File: config.mk
export PLATFORM = sky130hd
export DESIGN_NAME = mcb_cmd_arbiter
export DESIGN_NICKNAME = d
export VERILOG_FILES = /design/src/rtl/mcb_cmd_arbiter.sv
export SDC_FILE = /design/constraint.sdc
export NUM_CORES = 1
export LEC_CHECK = 0
export CAP_MARGIN = 20
export CORE_MARGIN = 4
export CORE_UTILIZATION = 45
export CTS_BUF_LIST = sky130_fd_sc_hd__clkbuf_16
export CTS_CLUSTER_SIZE = 28
export DETAILED_ROUTE_END_ITERATION = 12
export PLACE_DENSITY = 0.86
export SYNTH_ARGS = -nofsm -noshare
export SYNTH_HDL_FRONTEND = slang
export SYNTH_SLANG_ARGS = --single-unit
File: constraint.sdc
create_clock -name clk -period 8.05 [get_ports clk]
set_input_delay 2.415 -clock clk [delete_from_list [all_inputs] [get_ports clk]]
set_output_delay 2.415 -clock clk [all_outputs]
set_load 0.01 [all_outputs]
File: src/rtl/mcb_cmd_arbiter.sv
// rtl/mcb_cmd_arbiter.sv - two-requester arbiter for the shared MCB user command port
//
// Purpose: picks one pending burst request (write or read), latches its
// address and burst length, and issues a single command strobe to the MCB
// once the command FIFO has room. A write is only considered once the MCB
// write-data FIFO already holds the whole burst.
//
// Build option: MCB_ARB_ROUND_ROBIN_EN
//   defined   - simultaneous eligible requests alternate (write wins after a read)
//   undefined - fixed priority, an eligible write always wins
//
// Ports:
//   clk, rst_n          clock, synchronous active-low reset
//   wr_req_i/addr/bl    write burst request, start address, length-1
//   wr_gnt_o            one-cycle pulse when the write command is issued
//   rd_req_i/addr/bl    read burst request, start address, length-1
//   rd_gnt_o            one-cycle pulse when the read command is issued
//   mcb_wr_count_i      words held in the MCB write-data FIFO
//   mcb_cmd_full_i      MCB command FIFO full
//   mcb_cmd_*_o         command strobe, instruction, address, burst length
//   busy_o              high whenever the arbiter is not idle
//   wr/rd_cmd_cnt_o     wrapping counts of issued write/read commands

module mcb_cmd_arbiter #(
   parameter int ADDR_W = 30,
   parameter int BL_W   = 6,
   parameter int CNT_W  = 16
) (
   input  logic              clk,
   input  logic              rst_n,
   input  logic              wr_req_i,
   input  logic [ADDR_W-1:0] wr_addr_i,
   input  logic [BL_W-1:0]   wr_bl_i,
   output logic              wr_gnt_o,
   input  logic              rd_req_i,
   input  logic [ADDR_W-1:0] rd_addr_i,
   input  logic [BL_W-1:0]   rd_bl_i,
   output logic              rd_gnt_o,
   input  logic [6:0]        mcb_wr_count_i,
   input  logic              mcb_cmd_full_i,
   output logic              mcb_cmd_en_o,
   output logic [2:0]        mcb_cmd_instr_o,
   output logic [ADDR_W-1:0] mcb_cmd_addr_o,
   output logic [BL_W-1:0]   mcb_cmd_bl_o,
   output logic              busy_o,
   output logic [CNT_W-1:0]  wr_cmd_cnt_o,
   output logic [CNT_W-1:0]  rd_cmd_cnt_o
);

   typedef enum logic [1:0] {
      ST_IDLE  = 2'd0,
      ST_ISSUE = 2'd1,
      ST_GAP   = 2'd2
   } state_t;

   localparam logic [2:0]       INSTR_WR = 3'b000;
   localparam logic [2:0]       INSTR_RD = 3'b001;
   localparam logic [CNT_W-1:0] CNT_ONE  = {{(CNT_W-1){1'b0}}, 1'b1};

   state_t              state_q;
   logic                last_was_wr_q;
   logic                wr_gnt_q, rd_gnt_q, cmd_en_q, busy_q;
   logic [2:0]          instr_q;
   logic [ADDR_W-1:0]   addr_q;
   logic [BL_W-1:0]     bl_q;
   logic [CNT_W-1:0]    wr_cnt_q, rd_cnt_q;

   // Words needed in the write-data FIFO before a write may go; the length
   // field is words-1, so widen before adding one to avoid wrapping at 63.
   logic [6:0] wr_need;
   logic       wr_elig, rd_elig, wr_wins_d;

   assign wr_need = 7'(wr_bl_i) + 7'd1;
   assign wr_elig = wr_req_i && (mcb_wr_count_i >= wr_need);
   assign rd_elig = rd_req_i;

`ifdef MCB_ARB_ROUND_ROBIN_EN
   // Under contention the side that did not win last time goes first.
   assign wr_wins_d = wr_elig && (!rd_elig || !last_was_wr_q);
`else
   assign wr_wins_d = wr_elig;
`endif

   always_ff @(posedge clk) begin
      if (!rst_n) begin
         state_q       <= ST_IDLE;
         last_was_wr_q <= 1'b0;
         wr_gnt_q      <= 1'b0;
         rd_gnt_q      <= 1'b0;
         cmd_en_q      <= 1'b0;
         busy_q        <= 1'b0;
         instr_q       <= 3'b000;
         addr_q        <= '0;
         bl_q          <= '0;
         wr_cnt_q      <= '0;
         rd_cnt_q      <= '0;
      end else begin
         case (state_q)
            ST_IDLE: begin
               if (wr_wins_d) begin
                  instr_q <= INSTR_WR;
                  addr_q  <= {wr_addr_i[ADDR_W-1:4], 4'b0000};
                  bl_q    <= wr_bl_i;
                  busy_q  <= 1'b1;
                  state_q <= ST_ISSUE;
               end else if (rd_elig) begin
                  instr_q <= INSTR_RD;
                  addr_q  <= {rd_addr_i[ADDR_W-1:4], 4'b0000};
                  bl_q    <= rd_bl_i;
                  busy_q  <= 1'b1;
                  state_q <= ST_ISSUE;
               end
            end
            ST_ISSUE: begin
               // The latched command is committed; only FIFO space gates it.
               if (!mcb_cmd_full_i) begin
                  cmd_en_q <= 1'b1;
                  if (instr_q == INSTR_WR) begin
                     wr_gnt_q      <= 1'b1;
                     wr_cnt_q      <= wr_cnt_q + CNT_ONE;
                     last_was_wr_q <= 1'b1;
                  end else begin
                     rd_gnt_q      <= 1'b1;
                     rd_cnt_q      <= rd_cnt_q + CNT_ONE;
                     last_was_wr_q <= 1'b0;
                  end
                  state_q <= ST_GAP;
               end
            end
            ST_GAP: begin
               // Dead cycle lets the granted requester drop or refresh req.
               cmd_en_q <= 1'b0;
               wr_gnt_q <= 1'b0;
               rd_gnt_q <= 1'b0;
               busy_q   <= 1'b0;
               state_q  <= ST_IDLE;
            end
            default: begin
               cmd_en_q <= 1'b0;
               wr_gnt_q <= 1'b0;
               rd_gnt_q <= 1'b0;
               busy_q   <= 1'b0;
               state_q  <= ST_IDLE;
            end
         endcase
      end
   end

   assign wr_gnt_o        = wr_gnt_q;
   assign rd_gnt_o        = rd_gnt_q;
   assign mcb_cmd_en_o    = cmd_en_q;
   assign mcb_cmd_instr_o = instr_q;
   assign mcb_cmd_addr_o  = addr_q;
   assign mcb_cmd_bl_o    = bl_q;
   assign busy_o          = busy_q;
   assign wr_cmd_cnt_o    = wr_cnt_q;
   assign rd_cmd_cnt_o    = rd_cnt_q;

endmodule
==> metrics.md, run 1 <==
| Metric | Value |
|---|---|
| Status | finished clean |
| Leak | 1.90 nW |
| Seq cells post-synth | 71 |
| CP peak stage delay | 870 ps |
| Starting Density | 0.471 |
| Area fraction of the dominant cell type after synthesis | 0.410 |
| Seq/Total Area, Yosys | 0.410 |
| Die ar. | 9180 sq um |
| Final Wtd Congestion | 0.799 |
| Cell family with most CP delay | simple AND/OR/NAND/NOR gates |
| CTS resizes | 0 |
| Proportion of layout cells with a drive suffix above 1 | 0.0389 |
| Period utilization | 0.710 |
| WL met1 | 3730 um |
| Critical Path Sink Type | flop |
| Total Wirelength | 9580 um |
| Hold Path Stages | 2 |
| Worst setup margin | 2340 ps |
| Fin Clk Skew | 6.66 ps |
| Biggest area consumer among synthesized cells | dfxtp_1 |
| Crit Path Max Fanout | 33 |
| PD cells | 178 nW/um^2 |
| Chip width | 95.8 um |
| Vias per cell | 5.37 |
| Top cells by area, synth | dfxtp_1 41%, a21oi_1 7.5%, a21boi_0 6.9% |
| CTS tree | built |
| Path depth of the worst reg2reg path | 5 |
| Worst slew margin | 0.310 |
| Number of port buffers | 144 |
| Number of flops mapped to enable cells by yosys | 0 |
| IO Pins | 159 |
| CP bufs+invs | 2 |
| Top_reg_cell synth | dfxtp_1 |
| Count leader, synth | dfxtp_1 |
| Final setup viols | 0 |
| Post-Synthesis Cell Area | 3470 sq um |
| R2r setup slk | 5990 ps |
| Met3 WL post-DR | 1030 um |
| CTS Hold Bufs | 0 |
| Reg-to-reg endpoint | mcb_cmd_addr_o[18] |
| # nets final | 630 |
| Post-Place Worst Slack | 2010 ps |
| Slew Limit Fails | 0 |
| Layout Area Growth over Synthesis | 49.4% |
| Clock root buffer | clkbuf_16 |
| Worst path arrival time | 5870 ps |
| Worst path slowest cell | and2_1 |
| DRC | 0 |
| Post-CTS Setup Repair Bufs | 0 |
| Worst-Skew Late Latency | 320 ps |
| Synth cell types | 38 |
| Clock-pin slew on the worst setup and hold paths | 50 ps |
| Syn Inst Count | 404 |
| Vias | 3430 |
| Core Region | 7370 sq um |
| CP dominant cell by count | ha_1 |
| Worst path required time | 8210 ps |
| Post-synth top cells | 71 x dfxtp_1, 52 x a21oi_1, 41 x o21ai_0 |
| Hold Crit Class | flop to flop |
| H-tree Lvls | 3 |
| Drt pass-1 iters | 4 |
| Num CTS Buffers | 9 |
| Syn Area/Cell | 8.58 sq um |
| Achievable frequency | 0.175 GHz |
| Critical Path, Cell by Cell | clkdlybuf4s50_1 > ha_1 > nand3_1 > xor2_1 > ha_1 > and4_1 > o21ai_0 > o21ai_2 > buf_4 > and2_1 > mux2i_1 > a21oi_1 |
| ANT nets after route | 0 |
| Max-capacitance violation count | 0 |
| CP startpoint kind | input port |
| Row count | 31 |
| Hold Startpoint | wr_gnt_o |
| Register area | 1420 sq um |
| Crit path time final | 5710 ps |
| Top sig layer | met4 |
| Setup_tns | 0 ps |
| Fin util | 0.703 |
| First-pass GRT wire length | 15000 um |
| RSZ-0062 raised after global routing | no |
| Met2 routed WL | 4590 um |
| Largest net degree at the start of global routing | 70 |
| Critical path type | input port to flop |
| Ys async rst share | 0 |
| Warnings from Yosys | 0 |
| Wirelength per Cell | 15.0 um |
| Number of diodes | 0 |
| Initial antenna violation count | 0 |
| Footprint of the multi-input gates | 1910 sq um |
| Clk buf depth | 2 |
| TritonCTS Sinks | 71 |
| Height of the die | 95.8 um |
| Hpwl dp | 7060 um |
| 1st-iter DRT viols | 95 |
| Peak VDD IR | 0.000115 V |
| Filler cells | 576 |
| Gr usage total | 0.207 |
| Hold Path Sink | wr_gnt_o |
| Remaining Overflow, GRT | 0 |
| Vias in the first global route | 3250 |
| Reg-to-reg startpoint | state_q[1] |
| Hold Vio Cnt, Final | 0 |
| Worst Max-Slew Pin Slew | 1040 ps |
[sequential cells by signal, summed over array words and instances, names as in the netlist]
signal           count
mcb_cmd_bl_o         6
rd_gnt_o             1
busy_o               1
mcb_cmd_addr_o      26
wr_cmd_cnt_o        16
wr_gnt_o             1
mcb_cmd_en_o         1
mcb_cmd_instr_o      1
rd_cmd_cnt_o        16
state_q              2
[layer usage]
metal / vias to the layer above / GRT usage
li1: 1691 / -
met1: 1569 / 0.239
met5: - / 0
met2: 147 / 0.336
met3: 23 / 0.0891
met4: 0 / 0.0841
[power by group]
| group | internal (W) | switching [W] |
|---|---|---|
| logic | 0.000102 | 0.0000878 |
| registers | 0.000377 | 0.0000143 |
| clock network | 0.000203 | 0.000140 |
| total | 0.000682 | 0.000242 |
[cell type report]
type / instances / share of cell area
clock buffers: 9 / 0.0435
flip-flops and latches: 71 / 0.274
multi-input cells: 302 / 0.368
clock inverters: 6 / 0.00579
repair buffers: 146 / 0.280
well taps: 99 / 0.0239
inverters: 6 / 0.00435
[worst reg2reg max path: stages (launching register included)]
cell and delay (ps):
dfxtp_1 370, nor2_1 200, o21a_1 160, o21a_2 790, o21ai_0 250, a21oi_1 210
[through the flow]
step / cells / hold WS (ps) / total power [W] / instance area [sq um]
final: 639 / 479 / 0.000924 / 5180
after global placement: 624 / 455 / 0.000582 / 4930
after global routing: 639 / 529 / 0.000970 / 5180
after detailed placement: 624 / 469 / 0.000588 / 4930
after CTS: 639 / 481 / 0.000933 / 5180
after floorplan: 409 / 481 / 0.000485 / 3490
[cell usage in the layout, fill, tap and decap left out, drive strengths merged, types with 2 or more instances in the layout]
cell           instances
xor2                   8
a31oi                 14
inv                    7
ha                    10
and2                  23
a21boi                34
nand2                 25
buf                    3
dfxtp                 71
or3                    7
a21oi                 52
and4                   4
nand4                  8
clkbuf                 9
nor2                   6
nand2b                 4
clkdlybuf4s50        143
xnor2                 19
o21ai                 42
nand3                 12
nor2b                  9
o21a                   4
conb                   6
and3                   2
clkinv                 4
mux2i                  3
[worst max path at each step]
stage	start	end	slack, ps	cells past startpoint
final	wr_bl_i[0]	mcb_cmd_addr_o[29]	2340	12
after global placement	wr_bl_i[0]	mcb_cmd_addr_o[29]	2080	12
after floorplan	wr_bl_i[0]	mcb_cmd_addr_o[24]	3550	12
after CTS	wr_bl_i[0]	mcb_cmd_addr_o[29]	2350	12
after detailed placement	wr_bl_i[0]	mcb_cmd_addr_o[29]	2010	12
after global routing	wr_bl_i[0]	mcb_cmd_addr_o[29]	2090	12
[logic make-up (layout without fill, tap and decap cells)]
group / count (synthesis) / in the layout / synth area share
AO/OA/AOI/OAI: 149 / 149 / 0.250
AND/OR/NAND/NOR: 107 / 107 / 0.179
flip-flops: 71 / 71 / 0.410
buffers and inverters: 36 / 167 / 0.0469
XOR/XNOR: 27 / 27 / 0.0682
adder cells (fa/ha/maj): 10 / 10 / 0.0361
multiplexers: 3 / 3 / 0.00866
other: 1 / 6 / 0.00108
(Power assumes the default switching activity.)
==> run 2: changes to the inputs <==
CORE_UTILIZATION = 38   (was 45)
PLACE_DENSITY = 0.77   (was 0.86)
clock period = 5.2 ns   (was 8.05 ns; I/O delays follow)
==> run 2 against run 1 <==
Effect of this change: global-route usage down 3.0 points; via count down 1.3%; register-to-register slack worse by 2800 ps; clock skew down 0.53 ps; die area up 17%.
==> metrics.md, run 2 (synthesized netlist as in run 1, its figures left out) <==
| Metric | Value |
|---|---|
| Worst Max-Slew Pin Slew | 1030 ps (-6.02 ps) |
| Path depth of the worst reg2reg path | 6 (+1) |
| Leak | 1.93 nW (+1.3%) |
| Final setup viols | 0 (unchanged) |
| H-tree Lvls | 3 (unchanged) |
| Number of port buffers | 144 (unchanged) |
| Achievable frequency | 0.238 GHz |
| Critical path type | input port to flop |
| First-pass GRT wire length | 15800 um (+5.7%) |
| Post-CTS Setup Repair Bufs | 0 (unchanged) |
| Die ar. | 10700 sq um (+17%) |
| DRC | 0 (unchanged) |
| Clk buf depth | 2 (unchanged) |
| CP startpoint kind | input port |
| Worst path arrival time | 4400 ps (-1470 ps) |
| Initial antenna violation count | 0 (unchanged) |
| # nets final | 632 (+0.32%) |
| Number of diodes | 0 (unchanged) |
| 1st-iter DRT viols | 101 (+6.3%) |
| Reg-to-reg startpoint | state_q[1] |
| Crit path time final | 4190 ps |
| Status | finished clean |
| Slew Limit Fails | 0 (unchanged) |
| Final Wtd Congestion | 0.800 (+0.19%) |
| Drt pass-1 iters | 4 (unchanged) |
| Starting Density | 0.394 (-0.0768) |
| Period utilization | 0.807 |
| Max-capacitance violation count | 0 (unchanged) |
| CTS resizes | 0 (unchanged) |
| WL met1 | 3990 um (+7.1%) |
| Num CTS Buffers | 9 (unchanged) |
| Worst-Skew Late Latency | 330 ps (about the same) |
| Met2 routed WL | 4600 um (+0.26%) |
| Setup_tns | 0 ps (unchanged) |
| Hold Crit Class | flop to flop |
| R2r setup slk | 3200 ps (-2790 ps) |
| Commonest non-fill, non-tap cell in the layout | clkdlybuf4s50_1 |
| Crit Path Max Fanout | 26 (-21%) |
| Instance count on the critical path | 12 (unchanged) |
| Critical Path, Cell by Cell | clkdlybuf4s50_1 > ha_1 > nand3_1 > xor2_1 > ha_1 > and4_1 > o21ai_0 > o21ai_2 > and2_1 > buf_4 > mux2i_1 > a21oi_1 |
| Hpwl dp | 7080 um (+0.32%) |
| Critical Path Sink Type | flop |
| Worst path required time | 5410 ps (-2800 ps) |
| Gr usage total | 0.177 (-0.0296) |
| Clock root buffer | clkbuf_16 |
| ANT nets after route | 0 (unchanged) |
| Cell family with most CP delay | buffers and inverters |
| Total Wirelength | 9830 um (+2.7%) |
| Core Region | 8810 sq um (+19%) |
| Largest net degree at the start of global routing | 70 (unchanged) |
| CTS tree | built |
| Filler cells | 771 (+34%) |
| IO Pins | 159 (unchanged) |
| Peak VDD IR | 0.000178 V (+55%) |
| PD cells | 288 nW/um^2 (+62%) |
| Most frequent cells in the layout | 143 x clkdlybuf4s50_1, 71 x dfxtp_1, 52 x a21oi_1, 41 x o21ai_0, 32 x a21boi_0 |
| Max reg flops | 26 (unchanged) |
| RSZ-0062 raised after global routing | no |
| CP dominant cell by count | ha_1 |
| Wirelength per Cell | 15.1 um (+0.76%) |
| Start point of the critical path | wr_bl_i[0] |
| TritonCTS Sinks | 71 (unchanged) |
| Met3 WL post-DR | 1100 um (+6.6%) |
| Vias | 3384 (-1.3%) |
| Chip width | 104 um (+8.1%) |
| Top sig layer | met4 |
| Worst slew margin | 0.314 (+0.00401) |
| CTS Hold Bufs | 0 (unchanged) |
| Fin Clk Skew | 6.13 ps (-0.526 ps) |
| Remaining Overflow, GRT | 0 (unchanged) |
| Hold Vio Cnt, Final | 0 (unchanged) |
| Layout Area Growth over Synthesis | 51.7% |
| Row count | 34 (+9.7%) |
| Hold WS | 489 ps (+10.7 ps) |
| CP peak stage delay | 580 ps (-290 ps) |
| Hold Path Stages | 2 (unchanged) |
| Reg-to-reg endpoint | wr_cmd_cnt_o[13] |
| Cells after DPL | 635 (+1.8%) |
| Fin cells | 651 (+1.9%) |
| CP bufs+invs | 2 (unchanged) |
| Height of the die | 104 um (+8.1%) |
| Worst path slowest cell | clkdlybuf4s50_1 |
| Fin util | 0.598 (-0.106) |
| Vias in the first global route | 3308 (+1.8%) |
| Proportion of layout cells with a drive suffix above 1 | 0.0460 (+0.00715) |
| Worst setup endpoint | mcb_cmd_addr_o[28] |
| Vias per cell | 5.20 (-3.2%) |
| Hold Startpoint | busy_o |
| Clock-pin slew on the worst setup and hold paths | 60 ps (about the same) |
==> run 2: worst min-delay path by stage <==
stage	end	slack, ps
final	busy_o	490
after global placement	wr_gnt_o	460
after detailed placement	busy_o	480
after global routing	mcb_cmd_en_o	500
after CTS	busy_o	490
after floorplan	mcb_cmd_en_o	480
==> run 2: worst register-to-register path: stages (launching register included) <==
cell and delay [ps]:
dfxtp_1 380, nor4b_4 460, nand4_1 330, nor2_1 300, nand4_1 150, xnor2_1 140, and2_1 150
==> run 2: metal layers <==
| layer | track usage | up-vias |
|---|---|---|
| met2 | 0.300 | 132 |
| met4 | 0.0532 | 0 |
| li1 | - | 1689 |
| met1 | 0.192 | 1550 |
| met5 | 0 | - |
| met3 | 0.0951 | 13 |
==> run 2: through the flow <==
step	total power [W]	worst slack, ps	cell area, sq um
final	0.00152	1010	5260
after global routing	0.00159	747	5260
after CTS	0.00153	968	5260
after floorplan	0.000751	1550	3490
after detailed placement	0.000916	624	4970
after global placement	0.000909	714	4970
==> run 2: where the power goes <==
group / internal (W) / switching (W) / leakage, nW / total [W]
clock: 0.000371 / 0.000240 / 0.139 / 0.000611
sequential: 0.000583 / 0.0000226 / 0.581 / 0.000606
combinational: 0.000164 / 0.000136 / 1.21 / 0.000300
total: 0.00112 / 0.000398 / 1.93 / 0.00152
==> run 2: cell type report <==
class | instances | area, sq um | area share
multi-input combinational | 302 | 1910 | 0.363
clock buffer | 9 | 225 | 0.0428
tap | 108 | 135 | 0.0257
timing repair buffer | 148 | 1480 | 0.281
clock inverter | 7 | 71.3 | 0.0136
sequential | 71 | 1420 | 0.270
inverter | 6 | 22.5 | 0.00428
==> run 3: changes to the inputs <==
CORE_UTILIZATION = 42   (was 38)
PLACE_DENSITY = 0.81   (was 0.77)
clock period = 4.3 ns   (was 5.2 ns; I/O delays follow)
==> run 3 against run 2 <==
Effect of this change: clock skew decreased by 1.3 ps; flip-flop and latch count is the same; setup slack got worse by 530 ps; critical endpoint is now mcb_cmd_addr_o[20]; highest routed layer unchanged.
==> metrics.md, run 3 (synthesized netlist as in run 1, its figures left out) <==
| Metric | Value |
|---|---|
| Clock Power Share | 0.410 (+0.007) |
| Remaining Overflow, GRT | 0 (unchanged) |
| PD cells | 353 nW/um^2 (+23%) |
| Number of port buffers | 144 (unchanged) |
| Sw Share | 0.247 (-0.0158) |
| Fin cells | 645 (-0.92%) |
| Worst-Skew Late Latency | 320 ps (about the same) |
| CP startpoint kind | input port |
| Leak | 1.95 nW (+1.0%) |
| Sequential share of power | 0.394 (-0.005) |
| Final Wtd Congestion | 0.803 (+0.39%) |
| Vias per cell | 5.27 (+1.4%) |
| Filler cells | 655 (-15%) |
| Die ar. | 9780 sq um (-8.8%) |
| IO Pins | 159 (unchanged) |
| Peak VDD IR | 0.000202 V (+13%) |
| Row count | 32 (-5.9%) |
| CTS Hold Bufs | 0 (unchanged) |
| Internal Power | 0.00140 W (+25%) |
| Layout Area Growth over Synthesis | 51.9% |
| First-pass GRT wire length | 16100 um (+1.9%) |
| Cell family with most CP delay | compound AO/OA/AOI/OAI gates |
| # nets final | 633 (+0.16%) |
| Worst path slowest cell | clkdlybuf4s50_1 |
| Largest net degree at the start of global routing | 70 (unchanged) |
| Vias in the first global route | 3469 (+4.9%) |
| Gr usage total | 0.202 (+0.0246) |
| Wirelength per Cell | 15.5 um (+2.3%) |
| Status | finished clean |
| Vias | 3400 (+0.47%) |
| Hpwl dp | 7190 um (+1.6%) |
| Worst path arrival time | 4030 ps (-370 ps) |
| Worst Max-Slew Pin Slew | 1010 ps (-15.1 ps) |
| H-tree Lvls | 3 (unchanged) |
| Max reg flops | 26 (unchanged) |
| Fin Clk Skew | 4.80 ps (-1.33 ps) |
| Setup_tns | 0 ps (unchanged) |
| Net Switching | 0.000460 W (+15%) |
| Most frequent cells in the layout | 143 x clkdlybuf4s50_1, 71 x dfxtp_1, 52 x a21oi_1, 41 x o21ai_0, 32 x a21boi_0 |
| Worst slew margin | 0.324 (+0.0101) |
| Core Region | 7890 sq um (-10%) |
| Critical Path Sink Type | flop |
| Initial antenna violation count | 0 (unchanged) |
| Slew Limit Fails | 0 (unchanged) |
| Crit Path Max Fanout | 17 (-35%) |
| CP dominant cell by count | a21oi_1 |
| Max-capacitance violation count | 0 (unchanged) |
| 1st-iter DRT viols | 76 (-25%) |
| CP bufs+invs | 2 (unchanged) |
| Clock root buffer | clkbuf_16 |
| Clk buf depth | 2 (unchanged) |
| Comb power frac | 0.196 (-0.002) |
| Number of diodes | 0 (unchanged) |
| Final setup viols | 0 (unchanged) |
| Drt pass-1 iters | 5 (+1) |
| TritonCTS Sinks | 71 (unchanged) |
| Worst path required time | 4500 ps (-910 ps) |
| CTS resizes | 0 (unchanged) |
| Proportion of layout cells with a drive suffix above 1 | 0.0442 (-0.00184) |
| CP peak stage delay | 550 ps (-30 ps) |
| Period utilization | 0.890 |
| RSZ-0062 raised after global routing | no |
| Hold WS | 475 ps (-14.8 ps) |
| ANT nets after route | 0 (unchanged) |
| Hold Vio Cnt, Final | 0 (unchanged) |
| Starting Density | 0.440 (+0.0459) |
| Num CTS Buffers | 9 (unchanged) |
| Chip width | 98.9 um (-4.5%) |
| Cells after DPL | 630 (-0.79%) |
| Hold Crit Class | flop to flop |
| CTS tree | built |
| Total Wirelength | 9970 um (+1.4%) |
| Post-CTS Setup Repair Bufs | 0 (unchanged) |
| Critical Path, Cell by Cell | clkdlybuf4s50_1 > ha_1 > nand3_1 > xor2_1 > ha_1 > a211o_1 > a21oi_1 > o21ai_2 > and2_1 > buf_4 > a21oi_1 > a21oi_1 |
| Achievable frequency | 0.261 GHz |
| Clock-pin slew on the worst setup and hold paths | 50 ps (about the same) |
| Commonest non-fill, non-tap cell in the layout | clkdlybuf4s50_1 |
| DRC | 0 (unchanged) |
| Height of the die | 98.9 um (-4.5%) |
| Critical path type | input port to flop |
| Crit path time final | 3830 ps |
run 3: final timing paths:
check	slack, ps	cells past startpoint	start	endpoint
setup / recovery	470	12	wr_bl_i[0]	mcb_cmd_addr_o[20]
hold / removal	470	2	mcb_cmd_en_o	mcb_cmd_en_o
setup reg to reg	2270	6	state_q[1]	wr_cmd_cnt_o[13]
hold reg to reg	470	2	mcb_cmd_en_o	mcb_cmd_en_o
run 3: worst reg2reg max path, stage by stage (launching register included):
cell     delay, ps
dfxtp_1        380
nor4b_4        470
nand4_1        350
nor2_1         300
nand4_1        150
xnor2_1        140
and2_1         140
run 3: cell type report:
type | count | area (sq um) | area share
Clock buffer | 9 | 225 | 0.0427
Clock inverter | 6 | 77.6 | 0.0147
Inverter | 6 | 22.5 | 0.00427
Multi-Input combinational cell | 302 | 1910 | 0.362
Sequential cell | 71 | 1420 | 0.270
Tap cell | 102 | 128 | 0.0242
Timing Repair Buffer | 149 | 1490 | 0.282
run 3: routing by layer:
layer / up-vias / wire [um] / global-route usage
met5: - / 0 / 0
met4: 0 / 166 / 0.0767
met3: 13 / 946 / 0.0793
met2: 120 / 4690 / 0.345
met1: 1571 / 4160 / 0.226
li1: 1696 / - / -
run 3: power by group through the flow:
stage / logic (W) / registers, W / clock network [W]
finish: 0.000365 / 0.000733 / 0.000764
global route: 0.000399 / 0.000740 / 0.000809
CTS: 0.000368 / 0.000733 / 0.000779
detailed placement: 0.000365 / 0.000745 / 0
global placement: 0.000357 / 0.000743 / 0
floorplan: 0.000144 / 0.000764 / 0
run 3: per-stage QoR:
step           power, W  cell area, sq um  setup WS [ps]  utilization
2_1_floorplan  0.000908              3490            921            -
3_3_place_gp    0.00110              4970            225        0.630
3_5_place_dp    0.00111              4970            170        0.630
4_1_cts         0.00188              5270            475        0.668
5_1_grt         0.00195              5270            276        0.668
6_report        0.00186              5270            472        0.668
